<file path="config.mk">
export PLATFORM = sky130hd
export DESIGN_NAME = exec_control_flat
export DESIGN_NICKNAME = d
export VERILOG_FILES = /design/src/rtl/exec_control_pkg.sv /design/src/rtl/exec_control_if.sv /design/src/rtl/exec_control_cmp_unit.sv /design/src/rtl/exec_control.sv /design/src/flat_wrapper.sv
export SDC_FILE = /design/constraint.sdc
export NUM_CORES = 1
export LEC_CHECK = 0
export CAP_MARGIN = 20
export CORE_ASPECT_RATIO = 0.7
export CORE_UTILIZATION = 49
export CTS_BUF_LIST = sky130_fd_sc_hd__clkbuf_4
export DETAILED_ROUTE_END_ITERATION = 6
export GPL_TIMING_DRIVEN = 1
export PLACE_DENSITY = 0.91
export SKIP_LAST_GASP = 1
export SLEW_MARGIN = 10
export SYNTH_ARGS = -nofsm -noshare
export SYNTH_HDL_FRONTEND = slang
export SYNTH_SLANG_ARGS = --single-unit
export TNS_END_PERCENT = 10
</file>
<file path="constraint.sdc">
create_clock -name clk -period 7.65 [get_ports clk]
set_clock_uncertainty 0.2 [all_clocks]
set_input_delay 0.765 -clock clk [delete_from_list [all_inputs] [get_ports clk]]
set_output_delay 0.765 -clock clk [all_outputs]
set_load 0.02 [all_outputs]
</file>
<file path="src/rtl/exec_control_pkg.sv">
// Shared types for the stack-machine sequencer: decoded-instruction struct,
// sequencer state encoding and comparison codes.
package ctrl_pkg;

    parameter int DEC_DATA_W = 32;

    typedef struct packed {
        logic [3:0]            aluop;
        logic                  isaluop;
        logic                  iscmp;
        logic [3:0]            cmptype;
        logic                  isargpush;
        logic [1:0]            argc;
        logic [1:0]            stackargs;
        logic                  stackwb;
        logic                  constpush;
        logic [DEC_DATA_W-1:0] constval;
        logic                  wide;
    } dec_t;

    typedef enum logic [2:0] {
        IDLE,
        POP_REQ,
        POP_WAIT,
        COMP,
        EXEC,
        PUSH_REQ,
        PUSH_WAIT
    } state_t;

    typedef enum logic [2:0] {
        CMP_EQ,
        CMP_NE,
        CMP_LT,
        CMP_LE,
        CMP_GE,
        CMP_GT
    } comp_types;

endpackage

</file>
<file path="src/rtl/exec_control_if.sv">
// Bundle of the decoder handshake, stack bus, ALU and branch signals around
// the sequencer; slave is the sequencer's view, master its environment's.
interface exec_control_if #(
    parameter int DATA_W = 32,
    parameter int ADDR_W = 16
);
    import ctrl_pkg::*;

    logic              instr_valid;
    logic              instr_ready;
    dec_t              dec;
    logic [7:0]        arg1;
    logic [7:0]        arg2;
    logic [DATA_W-1:0] stack_rdata;
    logic              stack_done;
    logic [DATA_W-1:0] stack_wdata;
    logic              stack_push;
    logic              stack_trigger;
    logic [3:0]        alu_op;
    logic [DATA_W-1:0] alu_a;
    logic [DATA_W-1:0] alu_b;
    logic [DATA_W-1:0] alu_lo;
    logic [DATA_W-1:0] alu_hi;
    logic              jmp;
    logic [ADDR_W-1:0] jmp_addr;
    logic              op_done;

    modport slave (
        input  instr_valid, dec, arg1, arg2, stack_rdata, stack_done, alu_lo, alu_hi,
        output instr_ready, stack_wdata, stack_push, stack_trigger, alu_op, alu_a, alu_b,
               jmp, jmp_addr, op_done
    );

    modport master (
        output instr_valid, dec, arg1, arg2, stack_rdata, stack_done, alu_lo, alu_hi,
        input  instr_ready, stack_wdata, stack_push, stack_trigger, alu_op, alu_a, alu_b,
               jmp, jmp_addr, op_done
    );

endinterface

</file>
<file path="src/rtl/exec_control_cmp_unit.sv">
// Combinational branch comparator: lhs a against b (or zero when cmptype[3]
// is clear), signed or unsigned by parameter. Also used by the branch predictor.
module cmp_unit #(
    parameter int W          = 32,
    parameter int SIGNED_CMP = 1
) (
    input  logic [3:0]   cmptype,
    input  logic [W-1:0] a,
    input  logic [W-1:0] b,
    output logic         hit
);
    import ctrl_pkg::*;

    logic [W-1:0] rhs;
    logic         eq;
    logic         lt;

    always_comb begin
        rhs = cmptype[3] ? b : '0;
        eq  = (a == rhs);
        if (SIGNED_CMP != 0) lt = ($signed(a) < $signed(rhs));
        else                 lt = (a < rhs);
        hit = 1'b0;
        case (cmptype[2:0])
            CMP_EQ:  hit = eq;
            CMP_NE:  hit = ~eq;
            CMP_LT:  hit = lt;
            CMP_LE:  hit = lt | eq;
            CMP_GE:  hit = ~lt;
            CMP_GT:  hit = ~(lt | eq);
            default: hit = 1'b0;
        endcase
    end

endmodule

</file>
<file path="src/rtl/exec_control.sv">
// Fetch-execute sequencer: pops operands, drives ALU/comparator, pushes results.
// Optional WIDE_PUSH_EN adds a second push of alu_hi for wide ALU instructions.
module exec_control #(
    parameter int DATA_W     = 32,
    parameter int ADDR_W     = 16,
    parameter int MAX_POP    = 3,
    parameter int SIGNED_CMP = 1
) (
    input logic          clk,
    input logic          rst,
    exec_control_if.slave bus
);
    import ctrl_pkg::*;

    state_t            state;
    state_t            state_next;
    dec_t              dec_q;
    logic [7:0]        arg1_q;
    logic [7:0]        arg2_q;
    logic [1:0]        cnt;
    logic [1:0]        pop_idx;
    logic [DATA_W-1:0] opnd [MAX_POP];
    logic [DATA_W-1:0] wdata_q;
    logic [DATA_W-1:0] push_sel;
    logic [DATA_W-1:0] alu_a;
    logic [DATA_W-1:0] alu_b;
    logic [15:0]       arg_word;
    logic              jmp_q;
    logic [ADDR_W-1:0] jmp_addr_q;
    logic              op_done_q;
    logic              cmp_hit;
    logic              handshake;
    logic              wide_next;

    assign handshake = bus.instr_valid && (state == IDLE);
    assign pop_idx   = dec_q.stackargs - cnt;

`ifdef WIDE_PUSH_EN
    logic hi_phase;
    assign wide_next = dec_q.wide & dec_q.isaluop & ~hi_phase;
`else
    logic unused_wide;
    assign wide_next   = 1'b0;
    assign unused_wide = ^{bus.alu_hi, dec_q.wide};
`endif

    always_ff @(posedge clk or posedge rst) begin
        if (rst) state <= IDLE;
        else     state <= state_next;
    end

    always_comb begin
        state_next = state;
        case (state)
            IDLE:      if (handshake) state_next = (bus.dec.stackargs != 2'd0) ? POP_REQ : EXEC;
            POP_REQ:   state_next = POP_WAIT;
            POP_WAIT: begin
                if (bus.stack_done) begin
                    if (cnt == 2'd1) state_next = dec_q.iscmp ? COMP : EXEC;
                    else             state_next = POP_REQ;
                end
            end
            COMP:      state_next = EXEC;
            EXEC:      state_next = dec_q.stackwb ? PUSH_REQ : IDLE;
            PUSH_REQ:  state_next = PUSH_WAIT;
            PUSH_WAIT: if (bus.stack_done) state_next = wide_next ? PUSH_REQ : IDLE;
            default:   state_next = IDLE;
        endcase
    end

    // Operand routing: with two or more pops the deeper word is the lhs.
    always_comb begin
        alu_a = '0;
        alu_b = '0;
        if (dec_q.stackargs >= 2'd2) begin
            alu_a = opnd[1];
            alu_b = opnd[0];
        end else if (dec_q.stackargs == 2'd1) begin
            alu_a = opnd[0];
        end
    end

    always_comb begin
        arg_word = (dec_q.argc == 2'd1) ? {{8{arg1_q[7]}}, arg1_q} : {arg1_q, arg2_q};
        push_sel = '0;
        if (dec_q.isaluop)                              push_sel = bus.alu_lo;
        else if (dec_q.constpush)                       push_sel = DATA_W'(dec_q.constval);
        else if (dec_q.isargpush && dec_q.argc != 2'd0) push_sel = DATA_W'($signed(arg_word));
    end

    cmp_unit #(.W(DATA_W), .SIGNED_CMP(SIGNED_CMP)) u_cmp (
        .cmptype (dec_q.cmptype),
        .a       (alu_a),
        .b       (alu_b),
        .hit     (cmp_hit)
    );

    always_ff @(posedge clk or posedge rst) begin
        if (rst) begin
            dec_q      <= '0;
            arg1_q     <= '0;
            arg2_q     <= '0;
            cnt        <= '0;
            wdata_q    <= '0;
            jmp_q      <= 1'b0;
            jmp_addr_q <= '0;
            op_done_q  <= 1'b0;
            for (int i = 0; i < MAX_POP; i++) opnd[i] <= '0;
`ifdef WIDE_PUSH_EN
            hi_phase   <= 1'b0;
`endif
        end else begin
            op_done_q <= (state != IDLE) && (state_next == IDLE);
            case (state)
                IDLE: begin
                    if (handshake) begin
                        dec_q  <= bus.dec;
                        arg1_q <= bus.arg1;
                        arg2_q <= bus.arg2;
                        cnt    <= bus.dec.stackargs;
                        jmp_q  <= 1'b0;
                    end
                end
                POP_WAIT: begin
                    if (bus.stack_done) begin
                        for (int i = 0; i < MAX_POP; i++)
                            if (int'(pop_idx) == i) opnd[i] <= bus.stack_rdata;
                        cnt <= cnt - 2'd1;
                    end
                end
                COMP: begin
                    jmp_q      <= cmp_hit;
                    jmp_addr_q <= ADDR_W'({arg1_q, arg2_q});
                end
                EXEC: begin
                    wdata_q <= push_sel;
`ifdef WIDE_PUSH_EN
                    hi_phase <= 1'b0;
`endif
                end
`ifdef WIDE_PUSH_EN
                PUSH_WAIT: begin
                    if (bus.stack_done && wide_next) begin
                        wdata_q  <= bus.alu_hi;
                        hi_phase <= 1'b1;
                    end
                end
`endif
                default: ;
            endcase
        end
    end

    assign bus.instr_ready   = (state == IDLE);
    assign bus.stack_trigger = (state == POP_REQ) || (state == PUSH_REQ);
    assign bus.stack_push    = (state == PUSH_REQ) || (state == PUSH_WAIT);
    assign bus.stack_wdata   = wdata_q;
    assign bus.alu_op        = dec_q.aluop;
    assign bus.alu_a         = alu_a;
    assign bus.alu_b         = alu_b;
    assign bus.jmp           = jmp_q;
    assign bus.jmp_addr      = jmp_addr_q;
    assign bus.op_done       = op_done_q;

endmodule

</file>
<file path="src/flat_wrapper.sv">
// flat-port wrapper written by rule: the top's interface ports become plain ports
module exec_control_flat import ctrl_pkg::*;
#(
    parameter int DATA_W     = 32,
    parameter int ADDR_W     = 16,
    parameter int MAX_POP    = 3,
    parameter int SIGNED_CMP = 1
)
  (clk, rst, bus_instr_valid, bus_dec, bus_arg1, bus_arg2, bus_stack_rdata, bus_stack_done, bus_alu_lo, bus_alu_hi, bus_instr_ready, bus_stack_wdata, bus_stack_push, bus_stack_trigger, bus_alu_op, bus_alu_a, bus_alu_b, bus_jmp, bus_jmp_addr, bus_op_done);
  exec_control_if #(.DATA_W(DATA_W), .ADDR_W(ADDR_W)) bus_i ();
  input logic clk;
  input logic rst;
  input wire logic [$bits(bus_i.instr_valid)-1:0] bus_instr_valid;
  input wire logic [$bits(bus_i.dec)-1:0] bus_dec;
  input wire logic [$bits(bus_i.arg1)-1:0] bus_arg1;
  input wire logic [$bits(bus_i.arg2)-1:0] bus_arg2;
  input wire logic [$bits(bus_i.stack_rdata)-1:0] bus_stack_rdata;
  input wire logic [$bits(bus_i.stack_done)-1:0] bus_stack_done;
  input wire logic [$bits(bus_i.alu_lo)-1:0] bus_alu_lo;
  input wire logic [$bits(bus_i.alu_hi)-1:0] bus_alu_hi;
  output wire logic [$bits(bus_i.instr_ready)-1:0] bus_instr_ready;
  output wire logic [$bits(bus_i.stack_wdata)-1:0] bus_stack_wdata;
  output wire logic [$bits(bus_i.stack_push)-1:0] bus_stack_push;
  output wire logic [$bits(bus_i.stack_trigger)-1:0] bus_stack_trigger;
  output wire logic [$bits(bus_i.alu_op)-1:0] bus_alu_op;
  output wire logic [$bits(bus_i.alu_a)-1:0] bus_alu_a;
  output wire logic [$bits(bus_i.alu_b)-1:0] bus_alu_b;
  output wire logic [$bits(bus_i.jmp)-1:0] bus_jmp;
  output wire logic [$bits(bus_i.jmp_addr)-1:0] bus_jmp_addr;
  output wire logic [$bits(bus_i.op_done)-1:0] bus_op_done;
  assign bus_i.instr_valid = bus_instr_valid;
  assign bus_i.dec = bus_dec;
  assign bus_i.arg1 = bus_arg1;
  assign bus_i.arg2 = bus_arg2;
  assign bus_i.stack_rdata = bus_stack_rdata;
  assign bus_i.stack_done = bus_stack_done;
  assign bus_i.alu_lo = bus_alu_lo;
  assign bus_i.alu_hi = bus_alu_hi;
  assign bus_instr_ready = bus_i.instr_ready;
  assign bus_stack_wdata = bus_i.stack_wdata;
  assign bus_stack_push = bus_i.stack_push;
  assign bus_stack_trigger = bus_i.stack_trigger;
  assign bus_alu_op = bus_i.alu_op;
  assign bus_alu_a = bus_i.alu_a;
  assign bus_alu_b = bus_i.alu_b;
  assign bus_jmp = bus_i.jmp;
  assign bus_jmp_addr = bus_i.jmp_addr;
  assign bus_op_done = bus_i.op_done;
  exec_control #(.DATA_W(DATA_W), .ADDR_W(ADDR_W), .MAX_POP(MAX_POP), .SIGNED_CMP(SIGNED_CMP)) u_core (.clk(clk), .rst(rst), .bus(bus_i));
endmodule
</file>
-- After elaboration in Yosys (flattened, before gate mapping)
Index checks and enable logic that the tools add are counted.
- register bits: 184
- word-level logic and storage cells: 87
- $add $sub $neg: 2
- order comparisons: 2
- equality and inequality tests: 18
- multiplexer cells: 22
- bitwise gates (word level): 4
- reductions and logical operators: 19
- operators by type and width (operator ; count):
    $mux W32 ; 7
    $eq A32 B32 Y1 ; 1
    $lt A32 B32 Y1 ; 1
    $mux W3 ; 7
    $pmux W3 S7 ; 1
    $eq A3 B3 Y1 const B ; 5
    $mux W15 ; 1
    $eq A3 B2 Y1 const B ; 4
    $logic_not A3 Y1 ; 3
    $reduce_and A3 Y1 ; 3
    $reduce_bool A2 Y1 ; 4
    $eq A2 B1 Y1 const B ; 3
    $eq A3 B1 Y1 const B ; 2
    $pmux W1 S6 ; 1
    $mux W2 ; 2
    $pmux W2 S2 ; 1
    $reduce_and A2 Y1 ; 2
    $logic_and A1 B1 Y1 ; 3
    $not A1 Y1 ; 3
    $reduce_bool A3 Y1 ; 1
    $eq A2 B2 Y1 const B ; 1
    $ge A2 B2 Y1 const B ; 1
    $logic_not A2 Y1 ; 1
    $logic_or A1 B1 Y1 ; 2
    other kinds (7) ; 7

-- Longest topological paths before layout
Gate-level depths: netlist of the first run.
- depth after elaboration: 8
- mapped depth: 13
- depth with buffers taken out: 11

-- Modules after synthesis
From an unflattened synthesis of the first run, not the netlist that was laid out.
- cells, all modules: 924
- area, all modules: 9344.0 um^2
- by module, submodules not included (module ; times used ; cells each ; area each (um^2) ; sequential area each (um^2)):
    exec_control ; 1 ; 800 ; 8396.8 ; 4604.4
    cmp_unit ; 1 ; 124 ; 947.2 ; 0.0

-- Least setup slack after synthesis of the first run
Ideal clock, no wire load.
- path kind: register to register
- start: reg u_core.dec_q[35] in the netlist's numbering
- end: reg u_core.jmp_q (netlist: u_core.bus.jmp)
- library setup time: 0.080 ns
- data arrival time: 3.117 ns
- required time: 7.370 ns
- path slack: 4.253 ns
- cell stages (with the launch flop): 12
- clock period less this slack: 3.397 ns
- cells stage by stage: dfrtp_1 clkbuf_1 buf_1 nand2_1 o21ai_0 ha_1 nand4_2 a2111oi_2 nor3_2 or3b_1 a311o_1 o211ai_2
- word-level cells in the longest chain between the ends: 8
- elaborated cells on any way between the ends: 14
- those cells by class: 2 x order compare; 2 x eq/ne; 6 x mux; 4 x bitwise
- ends and longest elaborated chain (item ; RTL line ; text):
    start, declared ; exec_control.sv:17 ; dec_t dec_q;
    start signal, assigned ; exec_control.sv:117 ; dec_q <= bus.dec;
    $eq A2 B1 Y1 ; exec_control.sv:78 ; end else if (dec_q.stackargs == 2'd1) begin
    $mux W32 ; exec_control.sv:78 ;
    $mux W32 (*) ; exec_control.sv:75 ; if (dec_q.stackargs >= 2'd2) begin
    net bus_alu_a[29] ; flat_wrapper.sv:26 ; output wire logic [$bits(bus_i.alu_a)-1:0] bus_alu_a;
    $lt A32 B32 Y1 or $eq A32 B32 Y1 (tied branches) ; exec_control_cmp_unit.sv:21, exec_control_cmp_unit.sv:20 ;
    $or A1 B1 Y1 ; exec_control_cmp_unit.sv:28, exec_control_cmp_unit.sv:30 ;
    $not A1 Y1 ; exec_control_cmp_unit.sv:30 ; CMP_GT: hit = ~(lt | eq);
    $pmux W1 S6 (*) ; exec_control_cmp_unit.sv:24 ; case (cmptype[2:0])
    $pmux W1 S2 (*) ; exec_control.sv:114 ; case (state)
    end signal, assigned ; exec_control.sv:132 ; jmp_q <= cmp_hit;
    end, declared ; exec_control.sv:28 ; logic jmp_q;
The timed path passes the listed nets; every way through them passes the cells marked *.
A chain may end at the register's enable or synchronous reset.

-- Final worst setup path of the first run
- start: reg u_core.dec_q[36] in the netlist's numbering
- end: reg u_core.jmp_q (netlist: u_core.bus.jmp)
- word-level cells in the longest chain between the ends: 8
- elaborated cells on any way between the ends: 14
- those cells by class: 2 x order compare; 2 x eq/ne; 6 x mux; 4 x bitwise
- ends and longest elaborated chain (item ; RTL line):
    $ge A2 B2 Y1 or $eq A2 B1 Y1 (tied branches) ; exec_control.sv:75, exec_control.sv:78
    $mux W32, on equally long branches ; exec_control.sv:75, exec_control.sv:78
    $mux W32, on equally long branches ; exec_control_cmp_unit.sv:19, exec_control.sv:75
    $lt A32 B32 Y1 or $eq A32 B32 Y1 (tied branches) ; exec_control_cmp_unit.sv:21, exec_control_cmp_unit.sv:20
    $or A1 B1 Y1 ; exec_control_cmp_unit.sv:28, exec_control_cmp_unit.sv:30
    $not A1 Y1 ; exec_control_cmp_unit.sv:30
    $pmux W1 S6 (*) ; exec_control_cmp_unit.sv:24
    $pmux W1 S2 (*) ; exec_control.sv:114
Mark *: on every way between the ends. The rest lies on a longest branch, timed or not.

==> impl_table.tex, run 1 <==
\begin{tabular}{lr}
\hline
Metric & Value \\
\hline
\multicolumn{2}{l}{\textbf{Status}} \\
Run status & finished, violations left \\
Violated checks & DRC \\
\multicolumn{2}{l}{\textbf{Route}} \\
Via/cell ratio & about 5.4 \\
Post-detailed-route DRC marker count & 18 \\
Antenna violation net count after detailed routing & 0 \\
Wire length per cell after detailed routing & about 17 um \\
Detailed-router iteration count before antenna repair & 7 \\
Violation count after the first detailed-routing iteration & about 790 \\
Total via count after detailed routing & around 8100 \\
Wire length after detailed routing & 25250 um \\
\multicolumn{2}{l}{\textbf{Power and ir drop}} \\
Ratio of total power to cell area & approximately 390 mW/mm\^{}2 \\
LEAKAGE & around 5.6 nW \\
Switching portion of total power & between 40\% and 50\% \\
Combinational share of power & between 50 and 60\% \\
Cell-internal power & 0.002612 W \\
Flop pwr share & 36.8\% \\
Clock share of power & 11.8\% \\
Net switching component of the power & $\sim$0.0022 W \\
Maximum resistive drop on vdd & $\sim$0.00023 V \\
Final Power & 0.004770 W \\
\multicolumn{2}{l}{\textbf{Final layout}} \\
Fraction of layout instances using a drive strength above 1 & between 5 and 6\% \\
Area of the multi-input gates & between 0.004 and 0.005 sq mm \\
Final-layout fill cell count & approximately 1500 \\
Register area & 0.004607 sq mm \\
Final layout net count & between 1000 and 1500 \\
Layout area overhead & 32.32\% \\
\multicolumn{2}{l}{\textbf{Logic synthesis}} \\
Fraction of the yosys area taken by sequential cells & just under 50\% \\
Proportion of synthesized flip-flops having asynchronous set or reset & between 90\% and 100\% \\
Biggest area contributors in the synthesized netlist & sky130\_fd\_sc\_hd\_\_dfrtp\_1 (50\%), sky130\_fd\_sc\_hd\_\_nand2\_1 (13\%), sky130\_fd\_sc\_hd\_\_mux2\_1 (8.7\%), sky130\_fd\_sc\_hd\_\_a21oi\_1 (5.1\%), sky130\_fd\_sc\_hd\_\_ha\_1 (4.6\%) \\
Post-synth top area share & 49.66\% \\
Yosys top cell by area & sky130\_fd\_sc\_hd\_\_dfrtp\_1 \\
Leading register cell type out of synthesis & sky130\_fd\_sc\_hd\_\_dfrtp\_1 \\
Count of different cell masters after synthesis & between 40 and 50 \\
Post-Syn Area & between 0.009 and 0.01 sq mm \\
Number of nets in the synthesized netlist & around 1200 \\
Warning count from the yosys run & 0 \\
Commonest cells post-synth & sky130\_fd\_sc\_hd\_\_nand2\_1 (326), sky130\_fd\_sc\_hd\_\_dfrtp\_1 (184), sky130\_fd\_sc\_hd\_\_a21oi\_1 (95), sky130\_fd\_sc\_hd\_\_mux2\_1 (72), sky130\_fd\_sc\_hd\_\_clkbuf\_1 (53) \\
Number of enable-type register cells in the synthesized netlist & 0 \\
Seq cells post-synth & 184 \\
Gate Count Post-Synth & 1030 \\
Count leader, synth & sky130\_fd\_sc\_hd\_\_nand2\_1 \\
Avg Inst Size Synth & approximately 9 sq um \\
\multicolumn{2}{l}{\textbf{Critical path}} \\
Max stage delay cell, worst path & sky130\_fd\_sc\_hd\_\_dfrtp\_2 \\
Startpoint kind of the worst setup timing path & flop \\
Critical Path Max Stage Delay & approximately 640 ps \\
Cells along the critical path & buf\_4, nor2\_1, a22o\_1, ha\_1, nand4\_2, nor4\_1, nand4\_1, mux2\_1, nor3\_1, o21ai\_0, o211ai\_2 \\
Required time worst endpoint & about 8000 ps \\
Worst EP arrival & $\sim$4700 ps \\
Worst-path maximum fanout & 72 \\
Worst Path Class, Setup & flop to flop \\
Critical Path Sink Type & flop \\
\multicolumn{2}{l}{\textbf{Global routing}} \\
Vias in the first global route & around 7700 \\
Wire length of the first global-routing pass & around 40000 um \\
Grt ovf & 0 \\
Maximum number of pins on one net before global-route repair & about 110 \\
Overall Global Routing Usage & about a quarter \\
Number of antenna violations at the first check in global routing & 0 \\
\multicolumn{2}{l}{\textbf{Die}} \\
\# rows & between 40 and 50 \\
I/O pin count & roughly 290 \\
Die X & 166.4 um \\
Area of the die & slightly below 0.02 sq mm \\
Chip height & 117.1 um \\
Core Area & approximately 0.018 sq mm \\
Initial core utilization & roughly 51\% \\
\multicolumn{2}{l}{\textbf{Hold path}} \\
Worst min-delay path category & flop to flop \\
\multicolumn{2}{l}{\textbf{CTS}} \\
Number of clock sinks & between 150 and 200 \\
Setup bufs post-CTS & 0 \\
Worst skew pair latency & between 500 and 600 ps \\
Resized cells post-CTS & 0 \\
Number of buffers between clock root and the deepest sink & 2 \\
Reg clk slew, reported paths & 160 ps \\
Total of hold buffers inserted after clock tree synthesis & 0 \\
Inserted Clock Buffers & 17 \\
Maximum level of the CTS H-tree & 4 \\
CTS tree & yes \\
Clock tree root buffer cell & sky130\_fd\_sc\_hd\_\_clkbuf\_4 \\
\multicolumn{2}{l}{\textbf{STA}} \\
Total negative slack for setup checks & 0 ps \\
Final period util & $\sim$58\% \\
Pins Over Slew Limit & 0 \\
Worst slew margin & $\sim$28\% \\
Peak Freq & between 200 and 250 MHz \\
RSZ-0062 raised after global routing & no \\
Final count of hold timing violations & 0 \\
\# setup viols final & 0 \\
Shortest clock period the worst path allows after layout & between 4000 and 5000 ps \\
Pin slew with the least headroom to its limit & approximately 1100 ps \\
\multicolumn{2}{l}{\textbf{Placed design}} \\
Number of buffers inserted by port buffering & approximately 250 \\
Gp weighted congestion & 0.8427 \\
Post-detailed-placement half-perimeter wirelength & roughly 18000 um \\
\multicolumn{2}{l}{\textbf{Flow run}} \\
MaxCap Viol Count & 0 \\
\hline
\end{tabular}
[state kept, by name, indices dropped and copies added, names as in the netlist]
| name | flops |
|---|---|
| u_core.arg1_q | 8 |
| u_core.arg2_q | 8 |
| u_core.bus.alu_op | 4 |
| u_core.bus.jmp | 1 |
| u_core.bus.jmp_addr | 16 |
| u_core.bus.op_done | 1 |
| u_core.bus.stack_wdata | 32 |
| u_core.cnt | 2 |
| u_core.dec_q | 45 |
| u_core.opnd | 64 |
| u_core.state | 3 |
[cell families (layout without fill, tap and decap cells)]
group           after synthesis  after routing  share of synthesized area, %
mux                          81             81                         9.838
xor+xnor                      2              2                        0.1890
flops                       184            184                         49.66
compound gates              196            196                         11.90
simple gates                446            446                         20.04
other cells                   0              1                             0
fa+ha+maj                    34             34                         4.588
buf+inv                      87            313                         3.779
[per-stage QoR]
stage | instances | area, sq um | hold slack (ps) | util (%) | worst slack [ps]
6_report | 1493 | 12270 | 293.8 | 67.18 | 3229
5_1_grt | 1492 | 12270 | 320.4 | 67.16 | 2933
4_1_cts | 1488 | 12190 | 298.1 | 66.75 | 3199
3_5_place_dp | 1456 | 11890 | 262.5 | 65.10 | 3256
3_3_place_gp | 1456 | 11890 | 257.0 | 65.10 | 3427
2_1_floorplan | 1030 | 9271 | 246.0 | - | 1685
[worst paths after layout]
kind                                 startpoint  slack [ps]                   end  cells past startpoint
max                            u_core.dec_q[36]        3230        u_core.bus.jmp                     11
min                        u_core.bus.alu_op[3]         290  u_core.bus.alu_op[3]                      2
max reg2reg                    u_core.dec_q[36]        3230        u_core.bus.jmp                     11
min reg2reg                u_core.bus.alu_op[3]         290  u_core.bus.alu_op[3]                      2
max in group asynchronous                   rst        5320      u_core.dec_q[36]                      4
min in group asynchronous                   rst         540  u_core.bus.alu_op[2]                      2
[critical path, delay by kind of cell (launching register included)]
kind | cells | cell delay (ps)
AOI/OAI and AO/OA | 3 | 580
buffers and inverters | 1 | 570
adders and majority gates | 1 | 400
muxes | 1 | 410
DFF | 1 | 640
and+or+nand+nor | 5 | 1520
[layer usage]
metal	up-vias	track usage, %	part of all wire [%]
met5	-	0	0
met4	0	7.407	1.6
met3	32	5.851	6.5
met2	289	39.47	46
met1	3928	36.98	46
li1	3865	-	-
[power groups by stage]
stage               logic [W]  registers [W]  clock network, W
floorplan             0.00152        0.00172                 0
global placement      0.00231        0.00175                 0
detailed placement    0.00238        0.00178                 0
CTS                   0.00240        0.00176          0.000575
global route          0.00269        0.00181          0.000614
finish                0.00245        0.00175          0.000564
[cell type report]
type                       count  area share (%)
antenna                        1         0.02040
clock buffer                  17           1.040
clock inverter                15           1.418
inverter                      16          0.5303
multi-input combinational    759           35.29
sequential                   184           37.55
tap                          236           2.407
timing repair buffer         265           21.74
[placed cells by master, fill, tap and decap left out, types with 3 or more instances in the layout]
cell type                         synthesis  routed
sky130_fd_sc_hd__nor3_1                   5       5
sky130_fd_sc_hd__a21o_1                   3       3
sky130_fd_sc_hd__o21a_1                   3       3
sky130_fd_sc_hd__nand2b_1                 3       3
sky130_fd_sc_hd__o21ai_1                 28      28
sky130_fd_sc_hd__nand2_1                326     324
sky130_fd_sc_hd__mux2_2                   9       9
sky130_fd_sc_hd__inv_1                   15      14
sky130_fd_sc_hd__inv_8                    0       6
sky130_fd_sc_hd__a22o_1                   3       3
sky130_fd_sc_hd__nand3_1                  6       6
sky130_fd_sc_hd__clkdlybuf4s50_1          0     253
sky130_fd_sc_hd__mux2_1                  72      72
sky130_fd_sc_hd__ha_1                    34      34
sky130_fd_sc_hd__nor2_1                  52      52
sky130_fd_sc_hd__a2bb2oi_1                7       7
sky130_fd_sc_hd__o21ai_0                 41      41
sky130_fd_sc_hd__buf_4                    4       9
sky130_fd_sc_hd__clkbuf_4                 0      17
sky130_fd_sc_hd__a21oi_1                 95      95
sky130_fd_sc_hd__nand4_1                  5       5
sky130_fd_sc_hd__dfrtp_1                184     182
sky130_fd_sc_hd__inv_6                    0       3
sky130_fd_sc_hd__and2_1                  36      35
Note: power is estimated with default switching activity, not from simulation.
==> run 2, diff against run 1 <==
Settings changed: CORE_UTILIZATION 49 to 44, PLACE_DENSITY 0.91 to 0.87.
Clock period 7.65 ns to 4.03 ns, I/O delays scaled along.
==> run 2 against run 1 <==
Against the previous run:
- the run now ends clean
- critical path depth unchanged
- worst hold slack lost 190 ps
- die area grew 11%
- cell count grew 3.0%
- critical endpoint unchanged
- largest power group unchanged
==> impl_table.tex, run 2 (same netlist as run 1, synthesis figures left out) <==
\begin{tabular}{lr}
\hline
Metric & Value \\
\hline
\multicolumn{2}{l}{\textbf{Final layout}} \\
Layout area overhead & 32.96\% \\
Most common cell after layout, fill and taps aside & sky130\_fd\_sc\_hd\_\_nand2\_1 \\
Commonest cells after routing, fill and taps aside & sky130\_fd\_sc\_hd\_\_nand2\_1 (324), sky130\_fd\_sc\_hd\_\_clkdlybuf4s50\_1 (253), sky130\_fd\_sc\_hd\_\_dfrtp\_1 (182) \\
Most flop-heavy register & u\_core.opnd \\
Final-layout fill cell count & 1844 (+26\%) \\
Final layout net count & 1450 (+0.49\%) \\
Flip-flop count of the largest register, all copies and words added & 64 (unchanged) \\
Fraction of layout instances using a drive strength above 1 & 5.705\% (+0.45 points) \\
Diode count & 0 (-1) \\
Area of the multi-input gates & 0.004329 sq mm (unchanged) \\
Register area & 0.004607 sq mm (unchanged) \\
\multicolumn{2}{l}{\textbf{Route}} \\
Post-detailed-route DRC marker count & 0 (-18) \\
Met1 Routed Length & 12440 um (+6.6\%) \\
Antenna violation net count after detailed routing & 0 (unchanged) \\
Violation count after the first detailed-routing iteration & 737 (-7.1\%) \\
Detailed-router iteration count before antenna repair & 5 (-2) \\
Sum of met3 wire segment lengths after detailed routing & 1464 um (-10\%) \\
Total via count after detailed routing & 8076 (-0.47\%) \\
Highest metal layer with signal wires & met4 \\
Routed met2 length & 11350 um (-1.7\%) \\
Via/cell ratio & 5.251 (-3.4\%) \\
Wire length after detailed routing & 25580 um (+1.3\%) \\
Wire length per cell after detailed routing & 16.63 um (-1.6\%) \\
\multicolumn{2}{l}{\textbf{CTS}} \\
Number of clock sinks & 184 (unchanged) \\
Resized cells post-CTS & 0 (unchanged) \\
Maximum level of the CTS H-tree & 4 (unchanged) \\
Total of hold buffers inserted after clock tree synthesis & 0 (unchanged) \\
Worst skew pair latency & 570 ps (about the same) \\
Clock tree root buffer cell & sky130\_fd\_sc\_hd\_\_clkbuf\_4 \\
Setup bufs post-CTS & 0 (unchanged) \\
Number of buffers between clock root and the deepest sink & 2 (unchanged) \\
CTS tree & yes \\
Inserted Clock Buffers & 17 (unchanged) \\
Reg clk slew, reported paths & 200 ps (+40 ps) \\
\multicolumn{2}{l}{\textbf{Critical path}} \\
Critical Path Max Stage Delay & 580 ps (-60 ps) \\
Worst Path Class, Setup & flop to flop \\
Number of buffer and inverter instances along the worst setup path & 1 (unchanged) \\
Critical Path Sink Type & flop \\
Worst EP arrival & 3940 ps (-780 ps) \\
Startpoint kind of the worst setup timing path & flop \\
Max stage delay cell, worst path & sky130\_fd\_sc\_hd\_\_and2\_1 \\
Worst-path maximum fanout & 17 (-76\%) \\
Required time worst endpoint & 4310 ps (-3640 ps) \\
Family with the most delay on the worst path & simple AND/OR/NAND/NOR gates \\
Cells along the critical path & and2\_1, nand2\_1, ha\_1, nand4\_2, nor4\_1, buf\_4, nand4\_1, mux2\_1, nor3\_1, o21ai\_0, o211ai\_2 \\
\multicolumn{2}{l}{\textbf{STA}} \\
Worst slew margin & 28.30\% (-0.17 points) \\
Peak Freq & 273.2 MHz (+21\%) \\
Pin slew with the least headroom to its limit & 1076 ps (+2.547 ps) \\
Pins Over Slew Limit & 0 (unchanged) \\
Shortest clock period the worst path allows after layout & 3661 ps (-760.2 ps) \\
RSZ-0062 raised after global routing & no \\
Final period util & 90.84\% (+33 points) \\
Total negative slack for setup checks & 0 ps (unchanged) \\
Final setup margin & 369.1 ps (-2860 ps) \\
\# setup viols final & 0 (unchanged) \\
Final count of hold timing violations & 0 (unchanged) \\
\multicolumn{2}{l}{\textbf{Power and ir drop}} \\
Maximum resistive drop on vdd & 0.0003887 V (+69\%) \\
Ratio of total power to cell area & 728.5 mW/mm\^{}2 (+87\%) \\
LEAKAGE & 5.616 nW (+0.22\%) \\
Final Power & 0.008981 W (+88\%) \\
\multicolumn{2}{l}{\textbf{Hold path}} \\
Worst min-delay path category & input pin to flop \\
\multicolumn{2}{l}{\textbf{Global routing}} \\
Wire length of the first global-routing pass & 40140 um (+0.73\%) \\
Overall Global Routing Usage & 23.74\% (-2.1 points) \\
Maximum number of pins on one net before global-route repair & 98 (-7.5\%) \\
Grt ovf & 0 (unchanged) \\
Vias in the first global route & 7518 (-2.4\%) \\
Number of antenna violations at the first check in global routing & 0 (unchanged) \\
\multicolumn{2}{l}{\textbf{Die}} \\
Chip height & 123.5 um (+5.4\%) \\
Area of the die & 0.02167 sq mm (+11\%) \\
Die X & 175.5 um (+5.5\%) \\
Core Area & 0.02070 sq mm (+13\%) \\
Initial core utilization & 44.79\% (-6.0 points) \\
\# rows & 44 (+7.3\%) \\
I/O pin count & 287 (unchanged) \\
\multicolumn{2}{l}{\textbf{Placed design}} \\
Number of buffers inserted by port buffering & 253 (unchanged) \\
Gp weighted congestion & 0.8263 (-1.9\%) \\
DP Worst Slack & 444.4 ps (-2811 ps) \\
Post-detailed-placement half-perimeter wirelength & 18390 um (+3.7\%) \\
\multicolumn{2}{l}{\textbf{Status}} \\
Run status & completed \\
\multicolumn{2}{l}{\textbf{Flow run}} \\
MaxCap Viol Count & 0 (unchanged) \\
\hline
\end{tabular}
==> run 2: final timing paths <==
path	end	from	depth (start not counted)	slack, ps
max reg2reg	u_core.bus.jmp	u_core.dec_q[36]	11	370
max	u_core.bus.jmp	u_core.dec_q[36]	11	370
min in group asynchronous	u_core.bus.jmp_addr[6]	rst	2	150
max in group asynchronous	u_core.dec_q[43]	rst	3	2640
min reg2reg	u_core.dec_q[32]	u_core.dec_q[32]	2	300
min	u_core.dec_q[23]	bus_dec[23]	3	110
==> run 2: area by class of cell <==
type / instances / area share (%)
timing repair buffer: 272 / 22.01
multi-input combinational: 759 / 35.12
clock inverter: 14 / 1.147
sequential: 184 / 37.37
tap: 276 / 2.801
inverter: 16 / 0.5177
clock buffer: 17 / 1.035
==> run 2: routing by layer <==
metal / GRT usage, % / vias up
met4: 6.522 / 0
met1: 35.26 / 3922
met5: 0 / -
met2: 35.00 / 257
met3: 4.736 / 29
li1: - / 3868
==> run 2: worst register-to-register path: stages (launching register included) <==
cell,delay [ps]
sky130_fd_sc_hd__dfrtp_2,410
sky130_fd_sc_hd__and2_1,580
sky130_fd_sc_hd__nand2_1,150
sky130_fd_sc_hd__ha_1,420
sky130_fd_sc_hd__nand4_2,190
sky130_fd_sc_hd__nor4_1,320
sky130_fd_sc_hd__buf_4,180
sky130_fd_sc_hd__nand4_1,290
sky130_fd_sc_hd__mux2_1,420
sky130_fd_sc_hd__nor3_1,130
sky130_fd_sc_hd__o21ai_0,140
sky130_fd_sc_hd__o211ai_2,180
==> run 2: report_power, final <==
group,leakage [nW],switching (W),internal (W)
combinational,3.12,0.00263,0.00206
sequential,2.36,0.000677,0.00261
clock,0.141,0.000731,0.000272
total,5.62,0.00404,0.00494
==> run 2: through the flow <==
| stage | instances | cell area [sq um] | hold slack, ps | util [%] |
|---|---|---|---|---|
| after floorplan | 1030 | 9275 | 246.0 | - |
| after global placement | 1505 | 12030 | 257.5 | 58.12 |
| after detailed placement | 1505 | 12030 | 262.2 | 58.12 |
| after CTS | 1536 | 12300 | 68.40 | 59.42 |
| after global routing | 1538 | 12330 | 72.31 | 59.55 |
| final | 1538 | 12330 | 107.6 | 59.55 |
